$ cat src/rtl/mpu_event_pkg.sv
// Shared constants for the MPU user-event FIFO: CSR register indices,
// STATUS/CTRL bit positions and the dropped-event counter width.
package mpu_event_pkg;

    localparam logic [2:0] REG_STATUS  = 3'd0;
    localparam logic [2:0] REG_DATA_LO = 3'd1;
    localparam logic [2:0] REG_DATA_HI = 3'd2;
    localparam logic [2:0] REG_CTRL    = 3'd3;
    localparam logic [2:0] REG_DROPS   = 3'd4;

    localparam int ST_EMPTY = 16;
    localparam int ST_FULL  = 17;
    localparam int ST_OVF   = 18;

    localparam int CTRL_CAP   = 0;
    localparam int CTRL_IRQ   = 1;
    localparam int CTRL_FLUSH = 2;

    localparam int DROPS_W = 16;

    function automatic logic bank_hit(
        input logic [13:0] a,
        input logic [3:0]  bank
    );
        return a[13:10] == bank;
    endfunction

endpackage

$ cat src/rtl/mpu_event_fifo_if.sv
// CSR bus plus MPU event inputs and interrupt output of the event FIFO.
// master: CPU/MPU side driving the block; slave: the event FIFO itself.
interface mpu_event_fifo_if;

    logic [13:0] csr_a;
    logic        csr_we;
    logic [31:0] csr_di;
    logic [31:0] csr_do;
    logic        user_irq;
    logic [63:0] user_data;
    logic        irq;

    modport master (
        output csr_a, csr_we, csr_di,
        output user_irq, user_data,
        input  csr_do, irq
    );

    modport slave (
        input  csr_a, csr_we, csr_di,
        input  user_irq, user_data,
        output csr_do, irq
    );

endinterface

$ cat src/rtl/mpu_event_fifo_mem.sv
// 64-bit register-array FIFO with push/pop/flush.
// Ports: clk, rst_n, push, pop, flush, wdata in; head, count, full, empty out.
module mpu_event_fifo_mem #(
    parameter int DEPTH_LOG2 = 4
) (
    input  logic                  clk,
    input  logic                  rst_n,
    input  logic                  push,
    input  logic                  pop,
    input  logic                  flush,
    input  logic [63:0]           wdata,
    output logic [63:0]           head,
    output logic [DEPTH_LOG2:0]   count,
    output logic                  full,
    output logic                  empty
);

    localparam int DEPTH = 1 << DEPTH_LOG2;
    localparam logic [DEPTH_LOG2:0] FULL_CNT =
        (DEPTH_LOG2 + 1)'(DEPTH);

    logic [63:0]           mem_q [DEPTH];
    logic [DEPTH_LOG2-1:0] wr_ptr_q, wr_ptr_d;
    logic [DEPTH_LOG2-1:0] rd_ptr_q, rd_ptr_d;
    logic [DEPTH_LOG2:0]   count_q, count_d;
    logic                  wr_en;
    logic                  rd_en;

    always_comb begin
        full  = (count_q == FULL_CNT);
        empty = (count_q == '0);
        rd_en = pop & ~empty & ~flush;
        // a pop in the same cycle frees the slot a full FIFO needs
        wr_en = push & ~flush & (~full | rd_en);
        wr_ptr_d = wr_ptr_q;
        rd_ptr_d = rd_ptr_q;
        count_d  = count_q;
        if (flush) begin
            wr_ptr_d = '0;
            rd_ptr_d = '0;
            count_d  = '0;
        end else begin
            if (wr_en) wr_ptr_d = wr_ptr_q + 1'b1;
            if (rd_en) rd_ptr_d = rd_ptr_q + 1'b1;
            if (wr_en && !rd_en) count_d = count_q + 1'b1;
            if (rd_en && !wr_en) count_d = count_q - 1'b1;
        end
    end

    always_ff @(posedge clk or negedge rst_n) begin
        if (!rst_n) begin
            wr_ptr_q <= '0;
            rd_ptr_q <= '0;
            count_q  <= '0;
        end else begin
            wr_ptr_q <= wr_ptr_d;
            rd_ptr_q <= rd_ptr_d;
            count_q  <= count_d;
        end
    end

    always_ff @(posedge clk) begin
        if (wr_en) mem_q[wr_ptr_q] <= wdata;
    end

    assign head  = mem_q[rd_ptr_q];
    assign count = count_q;

endmodule

$ cat src/rtl/mpu_event_fifo.sv
// Captures MPU user events into a FIFO drained via a CSR window.
// Ports: sys_clk, sys_rst (async, active-low), bus (CSR + events + irq).
module mpu_event_fifo
    import mpu_event_pkg::*;
#(
    parameter logic [3:0] csr_addr   = 4'h0,
    parameter int         depth_log2 = 4
) (
    input  logic              sys_clk,
    input  logic              sys_rst,
    mpu_event_fifo_if.slave   bus
);

    logic               user_irq_q, user_irq_d;
    logic               cap_en_q, cap_en_d;
    logic               irq_en_q, irq_en_d;
    logic               overflow_q, overflow_d;
    logic [DROPS_W-1:0] drops_q, drops_d;
    logic [31:0]        csr_do_q, csr_do_d;
    logic               irq_q, irq_d;

    logic               sel;
    logic [2:0]         rg;
    logic               wr_status, wr_ctrl, wr_drops;
    logic               push, pop, flush, drop;
    logic [31:0]        rd_data;
    logic [63:0]        head_vis;

    logic [63:0]         head;
    logic [depth_log2:0] count;
    logic                full;
    logic                empty;

    mpu_event_fifo_mem #(
        .DEPTH_LOG2 (depth_log2)
    ) u_mem (
        .clk   (sys_clk),
        .rst_n (sys_rst),
        .push  (push),
        .pop   (pop),
        .flush (flush),
        .wdata (bus.user_data),
        .head  (head),
        .count (count),
        .full  (full),
        .empty (empty)
    );

    always_comb begin
        sel       = bank_hit(bus.csr_a, csr_addr);
        rg        = bus.csr_a[2:0];
        wr_status = sel & bus.csr_we & (rg == REG_STATUS);
        wr_ctrl   = sel & bus.csr_we & (rg == REG_CTRL);
        wr_drops  = sel & bus.csr_we & (rg == REG_DROPS);
        pop       = sel & bus.csr_we & (rg == REG_DATA_HI);
        flush     = wr_ctrl & bus.csr_di[CTRL_FLUSH];
        // one push per rising edge, however long the strobe lasts
        push      = bus.user_irq & ~user_irq_q & cap_en_q;
        drop      = push & full & ~pop & ~flush;

        user_irq_d = bus.user_irq;
        cap_en_d   = wr_ctrl ? bus.csr_di[CTRL_CAP] : cap_en_q;
        irq_en_d   = wr_ctrl ? bus.csr_di[CTRL_IRQ] : irq_en_q;

        overflow_d = overflow_q;
        if (wr_status && bus.csr_di[ST_OVF]) overflow_d = 1'b0;
        if (drop) overflow_d = 1'b1;

        drops_d = wr_drops ? '0 : drops_q;
        if (drop && drops_d != '1) drops_d = drops_d + 1'b1;

        irq_d = (count != '0) & irq_en_q;

        head_vis = empty ? 64'h0 : head;

        rd_data = '0;
        case (rg)
            REG_STATUS: begin
                rd_data[depth_log2:0] = count;
                rd_data[ST_EMPTY]     = empty;
                rd_data[ST_FULL]      = full;
                rd_data[ST_OVF]       = overflow_q;
            end
            REG_DATA_LO: rd_data = head_vis[31:0];
            REG_DATA_HI: rd_data = head_vis[63:32];
            REG_CTRL: begin
                rd_data[CTRL_CAP] = cap_en_q;
                rd_data[CTRL_IRQ] = irq_en_q;
            end
            REG_DROPS: rd_data[DROPS_W-1:0] = drops_q;
            default: rd_data = '0;
        endcase

        csr_do_d = sel ? rd_data : 32'h0;
    end

    always_ff @(posedge sys_clk or negedge sys_rst) begin
        if (!sys_rst) begin
            user_irq_q <= 1'b0;
            cap_en_q   <= 1'b0;
            irq_en_q   <= 1'b0;
            overflow_q <= 1'b0;
            drops_q    <= '0;
            csr_do_q   <= '0;
            irq_q      <= 1'b0;
        end else begin
            user_irq_q <= user_irq_d;
            cap_en_q   <= cap_en_d;
            irq_en_q   <= irq_en_d;
            overflow_q <= overflow_d;
            drops_q    <= drops_d;
            csr_do_q   <= csr_do_d;
            irq_q      <= irq_d;
        end
    end

    assign bus.csr_do = csr_do_q;
    assign bus.irq    = irq_q;

    logic unused_ok;
    assign unused_ok = &{1'b0, bus.csr_a[9:3],
                         bus.csr_di[31:19], bus.csr_di[17:3]};

endmodule

$ cat src/flat_wrapper.sv
// flat-port wrapper written by rule: the top's interface ports become plain ports
module mpu_event_fifo_flat import mpu_event_pkg::*;
#(
    parameter logic [3:0] csr_addr   = 4'h0,
    parameter int         depth_log2 = 4
)
  (sys_clk, sys_rst, bus_csr_a, bus_csr_we, bus_csr_di, bus_user_irq, bus_user_data, bus_csr_do, bus_irq);
  mpu_event_fifo_if bus_i ();
  input  logic sys_clk;
  input  logic sys_rst;
  input wire logic [$bits(bus_i.csr_a)-1:0] bus_csr_a;
  input wire logic [$bits(bus_i.csr_we)-1:0] bus_csr_we;
  input wire logic [$bits(bus_i.csr_di)-1:0] bus_csr_di;
  input wire logic [$bits(bus_i.user_irq)-1:0] bus_user_irq;
  input wire logic [$bits(bus_i.user_data)-1:0] bus_user_data;
  output wire logic [$bits(bus_i.csr_do)-1:0] bus_csr_do;
  output wire logic [$bits(bus_i.irq)-1:0] bus_irq;
  assign bus_i.csr_a = bus_csr_a;
  assign bus_i.csr_we = bus_csr_we;
  assign bus_i.csr_di = bus_csr_di;
  assign bus_i.user_irq = bus_user_irq;
  assign bus_i.user_data = bus_user_data;
  assign bus_csr_do = bus_i.csr_do;
  assign bus_irq = bus_i.irq;
  mpu_event_fifo #(.csr_addr(csr_addr), .depth_log2(depth_log2)) u_core (.sys_clk(sys_clk), .sys_rst(sys_rst), .bus(bus_i));
endmodule
$ cat config.mk
export PLATFORM = sky130hd
export DESIGN_NAME = mpu_event_fifo_flat
export DESIGN_NICKNAME = d
export VERILOG_FILES = /design/src/rtl/mpu_event_pkg.sv /design/src/rtl/mpu_event_fifo_if.sv /design/src/rtl/mpu_event_fifo_mem.sv /design/src/rtl/mpu_event_fifo.sv /design/src/flat_wrapper.sv
export SDC_FILE = /design/constraint.sdc
export NUM_CORES = 1
export LEC_CHECK = 0
export BUFFER_PORTS_ARGS = -buffer_cell sky130_fd_sc_hd__buf_2
export CORE_MARGIN = 2
export CORE_UTILIZATION = 30
export DETAILED_ROUTE_END_ITERATION = 12
export PLACE_DENSITY = 0.52
export SYNTH_ARGS = -nofsm -noshare
export SYNTH_HDL_FRONTEND = slang
export SYNTH_HIERARCHICAL = 1
export SYNTH_SLANG_ARGS = --single-unit
$ cat constraint.sdc
create_clock -name sys_clk -period 16.1 [get_ports sys_clk]
set_input_delay 0.805 -clock sys_clk [delete_from_list [all_inputs] [get_ports sys_clk]]
set_output_delay 0.805 -clock sys_clk [all_outputs]
set_load 0.02 [all_outputs]
Word level (Yosys, flattened, before mapping):

Memory sizes are Yosys's and may differ from the RTL's.
Index checks and enable logic that the tools add are counted.

* word-level logic and storage cells: 78
* register bits: 66
* output and inout bits: 33
* memories: 1
* memory bits (writable): 1024

Memory list
* u_core.u_mem.mem_q: words 16, width 64, read ports 1, clocked after memory_dff 0, write ports 1, line mpu_event_fifo_mem.sv:22 `logic [63:0] mem_q [DEPTH];`

* eq/ne operators: 6
* add/subtract/negate cells: 5
* reductions and logical operators: 14
* bitwise operators: 22
* multiplexer cells: 20

Operators by type and width (count)
* 64-bit 2-to-1 mux: 1
* 11-bit case mux with 3 select lines: 1
* 16-bit 2-to-1 mux: 2
* 32-bit 2-to-1 mux: 1
* 13-bit case mux with 2 select lines: 1
* 16-bit by 1-bit adder with 16-bit output (second input constant): 1
* 1-bit AND: 16
* 4-bit 2-to-1 mux: 4
* 16-bit != test (second input constant): 1
* 5-bit 2-to-1 mux: 3
* 3-bit case mux with 4 select lines: 1
* 2-bit case mux with 5 select lines: 1
* 3-bit case mux with 3 select lines: 1
* 4-bit by 1-bit adder with 4-bit output (second input constant): 2
* 3-bit by 2-bit == test with 1-bit output (second input constant): 2
* 2-bit nonzero test: 3
* 5-bit by 1-bit adder with 5-bit output (second input constant): 1
* 5-bit == test (second input constant): 1
* 5-bit zero test: 1
* 1-bit inverter: 5
* 5-bit nonzero test: 1
* 5-bit by 1-bit subtractor with 5-bit output (second input constant): 1
* 1-bit logical AND: 4
* 4-bit zero test: 1
* 7 further kinds: 11

Logic depth before layout (Yosys ltp):

Gate-level depths: netlist (run 1).

* depth in word-level cells: 12
* gate-level depth with buffers: 13
* gate-level depth less buffers: 11

Cells and area by module:

The synthesis (run 1) kept the hierarchy.

Modules (own cells, without submodules)
* mpu_event_fifo_mem: area an instance 39823.2 µm², cells an instance 1953, times used 1
* mpu_event_fifo: area an instance 2782.7 µm², cells an instance 276, times used 1

Worst setup path before layout (run 1):

No wires, ideal clock.

* kind: input port to flip-flop
* from: in bus_csr_a[0]
* to: mem u_core.u_mem.mem_q[3][0], enable pin
* data arrival time: 6.754 ns
* slack: 8.782 ns
* path buffers: 2
* cell stages on the path: 9
* setup time: 0.565 ns
* path through: nand2b_1 -> nor2_1 -> clkbuf_1 -> buf_1 -> and3_2 -> nand2b_1 -> o211a_2 -> nand2_1 -> nor3_1

* elaborated cells between the ends (all ways): 13
* those cells by class: eq/ne: 2; mux: 2; bitwise: 9

RTL lines
* from (decl): line flat_wrapper.sv:11 `input wire logic [$bits(bus_i.csr_a)-1:0] bus_csr_a;`
* 3-bit by 2-bit == test with 1-bit output: line mpu_event_fifo.sv:55 `pop = sel & bus.csr_we & (rg == REG_DATA_HI);`
* 1-bit AND: line mpu_event_fifo.sv:55
* net u_core.pop: line mpu_event_fifo.sv:25 `logic push, pop, flush, drop;`
* 1-bit AND (2 in a row): line mpu_event_fifo_mem.sv:32 `rd_en = pop & ~empty & ~flush;`
* 1-bit OR: line mpu_event_fifo_mem.sv:34 `wr_en = push & ~flush & (~full | rd_en);`
* 1-bit AND: line mpu_event_fifo_mem.sv:34
* 1-bit 2-to-1 mux: line mpu_event_fifo_mem.sv:63 `if (wr_en) mem_q[wr_ptr_q] <= wdata;`
* 1-bit 2-to-1 mux (not written as such): line mpu_event_fifo_mem.sv:63
* to (decl): line mpu_event_fifo_mem.sv:22

The timed path passes the listed nets, and every way through them passes these cells.

Worst setup path in the final report (run 1):

* from: reg u_core.u_mem.rd_ptr_q[0]
* to: reg u_core.csr_do_q[19], in the netlist u_core/bus.csr_do[19]

* longest elaborated chain between the ends: 4

Ends and longest elaborated chain
* from (decl): line mpu_event_fifo_mem.sv:24 `logic [DEPTH_LOG2-1:0] rd_ptr_q, rd_ptr_d;`
* from (signal assigned): line mpu_event_fifo_mem.sv:57 `rd_ptr_q <= rd_ptr_d;`
* memory 16 x 64 bit
* net u_core.head[19]: line mpu_event_fifo.sv:29 `logic [63:0] head;`
* 64-bit 2-to-1 mux: line mpu_event_fifo.sv:74 `head_vis = empty ? 64'h0 : head;`
* 13-bit case mux with 2 select lines: line mpu_event_fifo.sv:77 `case (rg)`
* 32-bit 2-to-1 mux: line mpu_event_fifo.sv:94 `csr_do_d = sel ? rd_data : 32'h0;`
* net u_core.csr_do_d[19]: line mpu_event_fifo.sv:19 `logic [31:0] csr_do_q, csr_do_d;`
* to (signal assigned): line mpu_event_fifo.sv:112 `csr_do_q <= csr_do_d;`
* to (decl): line mpu_event_fifo.sv:19

The timed path passes the listed nets, and every way through them passes these cells.
A chain may end at the register's enable or synchronous reset.

==> metrics.md, run 1 <==
| Metric | Value |
|---|---|
| Final Hold Fails | `0` |
| Root Driver | `clkbuf_16` |
| CORE AREA | `~0.14 mm^2` |
| Dpl hpwl | `59,700 um` |
| WHS | `~0.27 ns` |
| Total grt overflow | `0` |
| Netlist cell types | `62` |
| Crit path launch type | `register` |
| Mapped Nets | `~2,400` |
| Setup bufs post-CTS | `0` |
| Port bufs | `approximately 110` |
| Post-route setup TNS | `0 ns` |
| Ys async rst share | `6.06%` |
| TritonCTS clock tree | `built` |
| RSZ-0062 raised after global routing | `no` |
| DRC errors left | `0` |
| First-pass GRT wire length | `~160,000 um` |
| Max-Cap Viols | `0` |
| Area of placed instances | `approximately 0.046 mm^2` |
| Vias in the first global route | `about 23,000` |
| Final max-slew violation count | `0` |
| Ys flop type | `edfxtp_1` |
| Post-CTS Resized | `0` |
| Fmax | `between 0.2 and 0.25 GHz` |
| Worst-skew pair later-pin latency | `0.71 ns` |
| Final setup viols | `0` |
| Post-synth EDFFs | `1,024` |
| Die height | `between 300 and 400 um` |
| Routed Antenna Nets | `0` |
| CTS clk-pin slew, worst paths | `~0.060 ns` |
| GRT Total Usage | `around 15%` |
| Die area | `about 0.15 mm^2` |
| Initial antenna violation count | `27` |
| Reg2reg path depth | `8` |
| Max VDD drop | `around 0.000078 V` |
| Pre-CTS setup slack | `about 11 ns` |
| Yosys reg bits | `1,090` |
| Die W | `381 um` |
| Worst setup margin | `about 11 ns` |
| Final Core Density | `roughly 35%` |
| Worst min-delay path class | `input pin to asynchronous set/reset pin` |
| Max Buffers Root-to-Sink | `3` |
| Seq/Total Area, Yosys | `~76%` |
| Final period utilization | `between 30% and 40%` |
| Top Ports | `~150` |
| GPL Wtd Cong | `0.776` |
| Setup CP Type | `register to register` |
| Syn Inst Count | `approximately 2,200` |
| Data arrival, critical path | `between 5 and 6 ns` |
| Clock buffer count from CTS | `106` |
| Final Skew | `~0.026 ns` |
| Wirelength per Cell | `25.6 um` |
| Slew margin rel. | `between 10% and 20%` |
| YS warnings | `6` |
| Tmin final | `slightly below 5 ns` |
| Lkg Pwr | `around 0.015 uW` |
| Clk sinks | `1,090` |
| H-tree depth | `3` |
| Post-route cell area | `0.0489 mm^2` |
| Nets | `approximately 2,500` |
| Worst-Margin Slew | `about 1.3 ns` |
| Mapped Avg Cell Area | `19.1 um^2` |
| Outcome | `finished, final reports clean` |
| Synth Cell Area | `between 0.04 and 0.05 mm^2` |
| Area grow syn2layout | `14.7%` |
| Setup crit end kind | `register` |
| Critical-path maximum fanout | `56` |
| Cts-stage hold buffer count | `0` |
| Vias | `22,016` |
| WP data required | `roughly 17 ns` |
| Initial DRC Count | `1,798` |
| Vias/cell | `just over 5` |
| Drt pass-1 iters | `5` |
| Final wirelength | `around 110,000 um` |
| Largest net degree at the start of global routing | `approximately 140` |
| Cell Rows | `138` |
| Starting density of the core | `between 30% and 40%` |
| Power Density | `around 120 mW/mm^2` |
| Fraction of layout cells with a size suffix above 1 | `19.8%` |
cell type report:
class	instances	area [um^2]
repair buffers	160	938
diodes	1	2.50
well taps	1890	2360
fillers	13310	92400
multi-input cells	999	9750
clock inverters	59	505
clock buffers	135	2870
flip-flops and latches	1090	32400
inverters	11	42.5
Yosys cell counts (3+ instances only):
master | instances | area share, %
a211oi_1 | 4 | 0.070
a21oi_1 | 11 | 0.13
a221oi_1 | 129 | 2.7
a22oi_1 | 93 | 1.6
a2bb2oi_1 | 11 | 0.23
and2_1 | 7 | 0.10
and3_1 | 3 | 0.044
and3_2 | 3 | 0.053
buf_1 | 6 | 0.053
buf_2 | 43 | 0.51
clkbuf_1 | 78 | 0.69
dfrtp_1 | 66 | 3.9
edfxtp_1 | 1024 | 72
ha_1 | 9 | 0.26
inv_1 | 11 | 0.097
mux2_1 | 3 | 0.079
mux2_2 | 4 | 0.11
mux2i_1 | 266 | 6.2
mux4_2 | 128 | 6.8
nand2_1 | 80 | 0.70
nand2b_1 | 10 | 0.15
nand3_1 | 4 | 0.047
nand4_1 | 9 | 0.13
nand4b_1 | 3 | 0.062
nor2_1 | 60 | 0.53
nor2b_1 | 10 | 0.15
nor3_1 | 23 | 0.27
o21a_1 | 5 | 0.088
o21ai_0 | 66 | 0.78
o22ai_1 | 3 | 0.044
or3_1 | 3 | 0.044
xnor2_1 | 6 | 0.12
xor2_1 | 10 | 0.21
placed cells by master (no fill, tap or decap), drive strengths merged, types with 48 or more instances in the layout:
cell	instances
a221oi	129
clkinv	48
clkbuf	135
o21ai	68
mux4	128
nor2	60
mux2i	266
buf	160
dfrtp	66
a22oi	93
edfxtp	1024
nand2	80
sequential cells by signal, summed over array words and instances, names as in the netlist:
register,flops
u_core/u_mem/wr_ptr_q,4
u_core/user_irq_q,1
u_core/u_mem/count,5
u_core/cap_en_q,1
u_core/u_mem/rd_ptr_q,4
u_core/bus.csr_do,32
u_core/overflow_q,1
u_core/u_mem/mem_q,1024
u_core/drops_q,16
u_core/bus.irq,1
u_core/irq_en_q,1
report_power, final:
group / internal [uW] / switching, uW / leakage [uW]
combinational: 175 / 248 / 0.00373
clock: 1380 / 1040 / 0.00165
sequential: 3120 / 27.4 / 0.0101
metrics by stage:
step,cells,total power [uW]
detailed placement,4150,3630
CTS,4344,6050
global placement,4150,3620
global route,4345,6190
finish,4345,5990
floorplan,2229,3480
critical path: stages, from the launching register on:
cell and delay (ns):
dfrtp_4 0.84, buf_4 0.75, buf_4 0.80, buf_4 0.94, mux4_2 0.63, a22oi_1 0.22
nand2_1 0.17, a22oi_1 0.20, nor2_1 0.11
path summary, 6_finish.rpt:
kind / from / endpoint / slack, ns
worst max-delay path: u_core/u_mem/rd_ptr_q[0]$_DFFE_PN0P_ / u_core/bus.csr_do[19]$_DFF_PN0_ / 11.17
worst min-delay path: sys_rst / u_core/bus.irq$_DFF_PN0_ / 0.27
worst max register to register: u_core/u_mem/rd_ptr_q[0]$_DFFE_PN0P_ / u_core/bus.csr_do[19]$_DFF_PN0_ / 11.17
worst min register to register: u_core/overflow_q$_DFFE_PN0P_ / u_core/overflow_q$_DFFE_PN0P_ / 0.50
max in group asynchronous: sys_rst / u_core/u_mem/rd_ptr_q[0]$_DFFE_PN0P_ / 15.03
min in group sys_clk: bus_user_irq / u_core/user_irq_q$_DFF_PN0_ / 0.28
layer usage:
| layer | up-vias | GRT usage [%] | part of all wire (%) | wire, um |
|---|---|---|---|---|
| met2 | 660 | 25.6 | 50 | 55300 |
| met4 | 20 | 4.25 | 2.5 | 2750 |
| met5 | - | 0 | 0.12 | 133 |
| met1 | 11644 | 19.4 | 42 | 46200 |
| met3 | 199 | 3.06 | 6.0 | 6690 |
| li1 | 9493 | - | - | - |
logic make-up (layout without fill, tap and decap cells):
kind of cell	Yosys count	in the layout	share of synthesized area (%)
fa+ha+maj	10	10	0.311
other cells	0	1	0
compound gates	340	340	6.01
buf+inv	140	365	1.38
mux	401	401	13.2
simple gates	232	232	2.73
xor+xnor	16	16	0.329
flops	1090	1090	76.0
No activity file was read; power rests on OpenSTA's default activity.
==> run 2: changes to the inputs <==
--- a/config.mk
+++ b/config.mk
@@ -9,7 +9,7 @@
 export CORE_MARGIN = 2
 export CORE_UTILIZATION = 30
 export DETAILED_ROUTE_END_ITERATION = 12
-export PLACE_DENSITY = 0.52
+export PLACE_DENSITY = 0.54
 export SYNTH_ARGS = -nofsm -noshare
 export SYNTH_HDL_FRONTEND = slang
 export SYNTH_HIERARCHICAL = 1
==> constraint.sdc (replaced) <==
create_clock -name sys_clk -period 4.2 [get_ports sys_clk]
set_input_delay 0.21 -clock sys_clk [delete_from_list [all_inputs] [get_ports sys_clk]]
set_output_delay 0.21 -clock sys_clk [all_outputs]
set_load 0.02 [all_outputs]
==> metrics.md, run 2 (synthesis gave the netlist of run 1 again) <==
| Metric | Value |
|---|---|
| Tmin final | `3.43 ns (was 4.93 ns)` |
| Slew margin rel. | `24.2% (was 12.6%)` |
| CP cell instances | `or4_1, o21ai_1, or3_1, inv_1, ha_1, nand2b_1, a21oi_1, mux2_2, a221oi_1 (was buf_4, buf_4, buf_4, mux4_2, a22oi_1, nand2_1, a22oi_1, nor2_1)` |
| Dpl hpwl | `59,600 um (was 59,700 um)` |
| Setup crit end kind | `register (unchanged)` |
| Pre-CTS setup slack | `0.855 ns (was 11.11 ns)` |
| WP data required | `4.75 ns (was 16.63 ns)` |
| Post-route cell area | `0.0501 mm^2 (was 0.0489 mm^2)` |
| Largest net degree at the start of global routing | `85 (was 137)` |
| Nets | `2,577 (was 2,492)` |
| Initial DRC Count | `1,866 (was 1,798)` |
| GPL Wtd Cong | `0.800 (was 0.776)` |
| Final wirelength | `109,000 um (was 111,000 um)` |
| Max-Cap Viols | `0 (unchanged)` |
| Routed Antenna Nets | `0 (unchanged)` |
| Critical-path maximum fanout | `10 (was 56)` |
| Worst-skew pair later-pin latency | `0.70 ns (was 0.71 ns)` |
| Die height | `381 um (unchanged)` |
| Power Density | `460 mW/mm^2 (was 122 mW/mm^2)` |
| Cell Rows | `138 (unchanged)` |
| Max Buffers Root-to-Sink | `3 (unchanged)` |
| Wirelength per Cell | `24.6 um (was 25.6 um)` |
| Die W | `381 um (unchanged)` |
| Initial antenna violation count | `11 (was 27)` |
| Data arrival, critical path | `3.98 ns (was 5.46 ns)` |
| Final max-slew violation count | `0 (unchanged)` |
| Final Hold Fails | `0 (unchanged)` |
| Crit path largest cell delay | `0.74 ns (was 0.94 ns)` |
| Final Skew | `0.0421 ns (was 0.0264 ns)` |
| Max reg flops | `1,024 (unchanged)` |
| Clk sinks | `1,090 (unchanged)` |
| Area of placed instances | `0.0460 mm^2 (was 0.0455 mm^2)` |
| Starting density of the core | `30.2% (unchanged)` |
| Largest register by flop count | `u_core/u_mem/mem_q (unchanged)` |
| Area grow syn2layout | `17.6% (was 14.7%)` |
| Top Ports | `147 (unchanged)` |
| Worst setup margin | `0.774 ns (was 11.17 ns)` |
| DRC errors left | `0 (unchanged)` |
| Total grt overflow | `0 (unchanged)` |
| Flop2flop setup slack | `0.77 ns (was 11.17 ns)` |
| Worst-Margin Slew | `1.13 ns (was 1.31 ns)` |
| First-pass GRT wire length | `158,000 um (was 159,000 um)` |
| GRT Total Usage | `14.8% (was 15.0%)` |
| Lkg Pwr | `0.0159 uW (was 0.0155 uW)` |
| Worst min-delay path class | `input pin to register (was input pin to asynchronous set/reset pin)` |
| Final setup viols | `0 (unchanged)` |
| RSZ-0062 raised after global routing | `no (unchanged)` |
| Vias | `22,171 (was 22,016)` |
| Fmax | `0.292 GHz (was 0.203 GHz)` |
| Slowest CP cell | `or4_1 (was buf_4)` |
| CORE AREA | `0.141 mm^2 (unchanged)` |
| Most frequent cells in the layout | `edfxtp_1 (1,024), mux2i_1 (266), a221oi_1 (129) (unchanged)` |
| Final Power | `23,000 uW (was 5990 uW)` |
| Root Driver | `clkbuf_16 (unchanged)` |
| Setup bufs post-CTS | `0 (unchanged)` |
| Post-route setup TNS | `0 ns (unchanged)` |
| Crit path launch type | `register (unchanged)` |
| H-tree depth | `3 (unchanged)` |
| Final period utilization | `81.6% (was 30.6%)` |
| Max VDD drop | `0.000340 V (was 0.0000784 V)` |
| Outcome | `finished, final reports clean (unchanged)` |
| Vias/cell | `5.00 (was 5.07)` |
| Drt pass-1 iters | `8 (was 5)` |
| TritonCTS clock tree | `built (unchanged)` |
| Final Core Density | `35.5% (was 34.6%)` |
| Clock buffer count from CTS | `102 (was 106)` |
| Commonest non-fill, non-tap cell in the layout | `edfxtp_1 (unchanged)` |
| Port bufs | `111 (unchanged)` |
| CTS clk-pin slew, worst paths | `0.06 ns (about the same)` |
| Vias in the first global route | `22,531 (was 22,642)` |
| Die area | `0.145 mm^2 (unchanged)` |
| Post-CTS Resized | `0 (unchanged)` |
| Fraction of layout cells with a size suffix above 1 | `20.1% (was 19.8%)` |
| Setup CP Type | `register to register (unchanged)` |
run 2: cell type report:
| class | instances | area (um^2) |
|---|---|---|
| clock inverters | 58 | 603 |
| inverters | 11 | 42.5 |
| flip-flops and latches | 1090 | 32400 |
| multi-input cells | 999 | 9770 |
| repair buffers | 249 | 2090 |
| well taps | 1890 | 2360 |
| fillers | 13201 | 91100 |
| clock buffers | 135 | 2800 |
| diodes | 5 | 12.5 |
run 2: worst paths after layout:
kind	start	endpoint	cells after the start
max in group asynchronous	sys_rst	u_core/u_mem/rd_ptr_q[1]$_DFFE_PN0P_	2
worst min register to register	u_core/overflow_q$_DFFE_PN0P_	u_core/overflow_q$_DFFE_PN0P_	1
worst max-delay path	u_core/u_mem/count[0]$_DFFE_PN0P_	u_core/u_mem/count[4]$_DFFE_PN0P_	9
worst max register to register	u_core/u_mem/count[0]$_DFFE_PN0P_	u_core/u_mem/count[4]$_DFFE_PN0P_	9
min in group asynchronous	sys_rst	u_core/bus.csr_do[8]$_DFF_PN0_	2
worst min-delay path	bus_csr_we	u_core/drops_q[7]$_DFF_PN0_	4
run 2: worst max-delay path: cells and delay by family, from the launching register on:
family | cells | cell delay, ns
compound gates | 3 | 1.04
fa+ha+maj | 1 | 0.33
buf+inv | 1 | 0.09
flops | 1 | 0.45
mux | 1 | 0.38
simple gates | 3 | 1.02
run 2: layer usage:
metal	global-route usage (%)	share of wire [%]
met5	0	0.039
met4	4.46	2.3
met3	2.32	4.5
met2	25.4	50
met1	19.3	43
run 2: where the power goes:
part	internal (uW)	leakage, uW	total, uW	switching (uW)
registers	11900	0.0101	12000	87.5
clock network	5320	0.00166	9260	3940
logic	748	0.00417	1750	1010
run 2: what timing repair did:
item	CTS	global route
endpoints found under the setup margin	0	0
hold buffers	70	0
endpoints found under the hold margin	1099	0
run 2: per-stage QoR:
stage	cells	hold WS [ns]
after floorplan	2229	-0.0856
after global placement	4169	0.411
after detailed placement	4169	0.424
after CTS	4432	0.0355
after global routing	4434	0.106
final	4437	0.0872
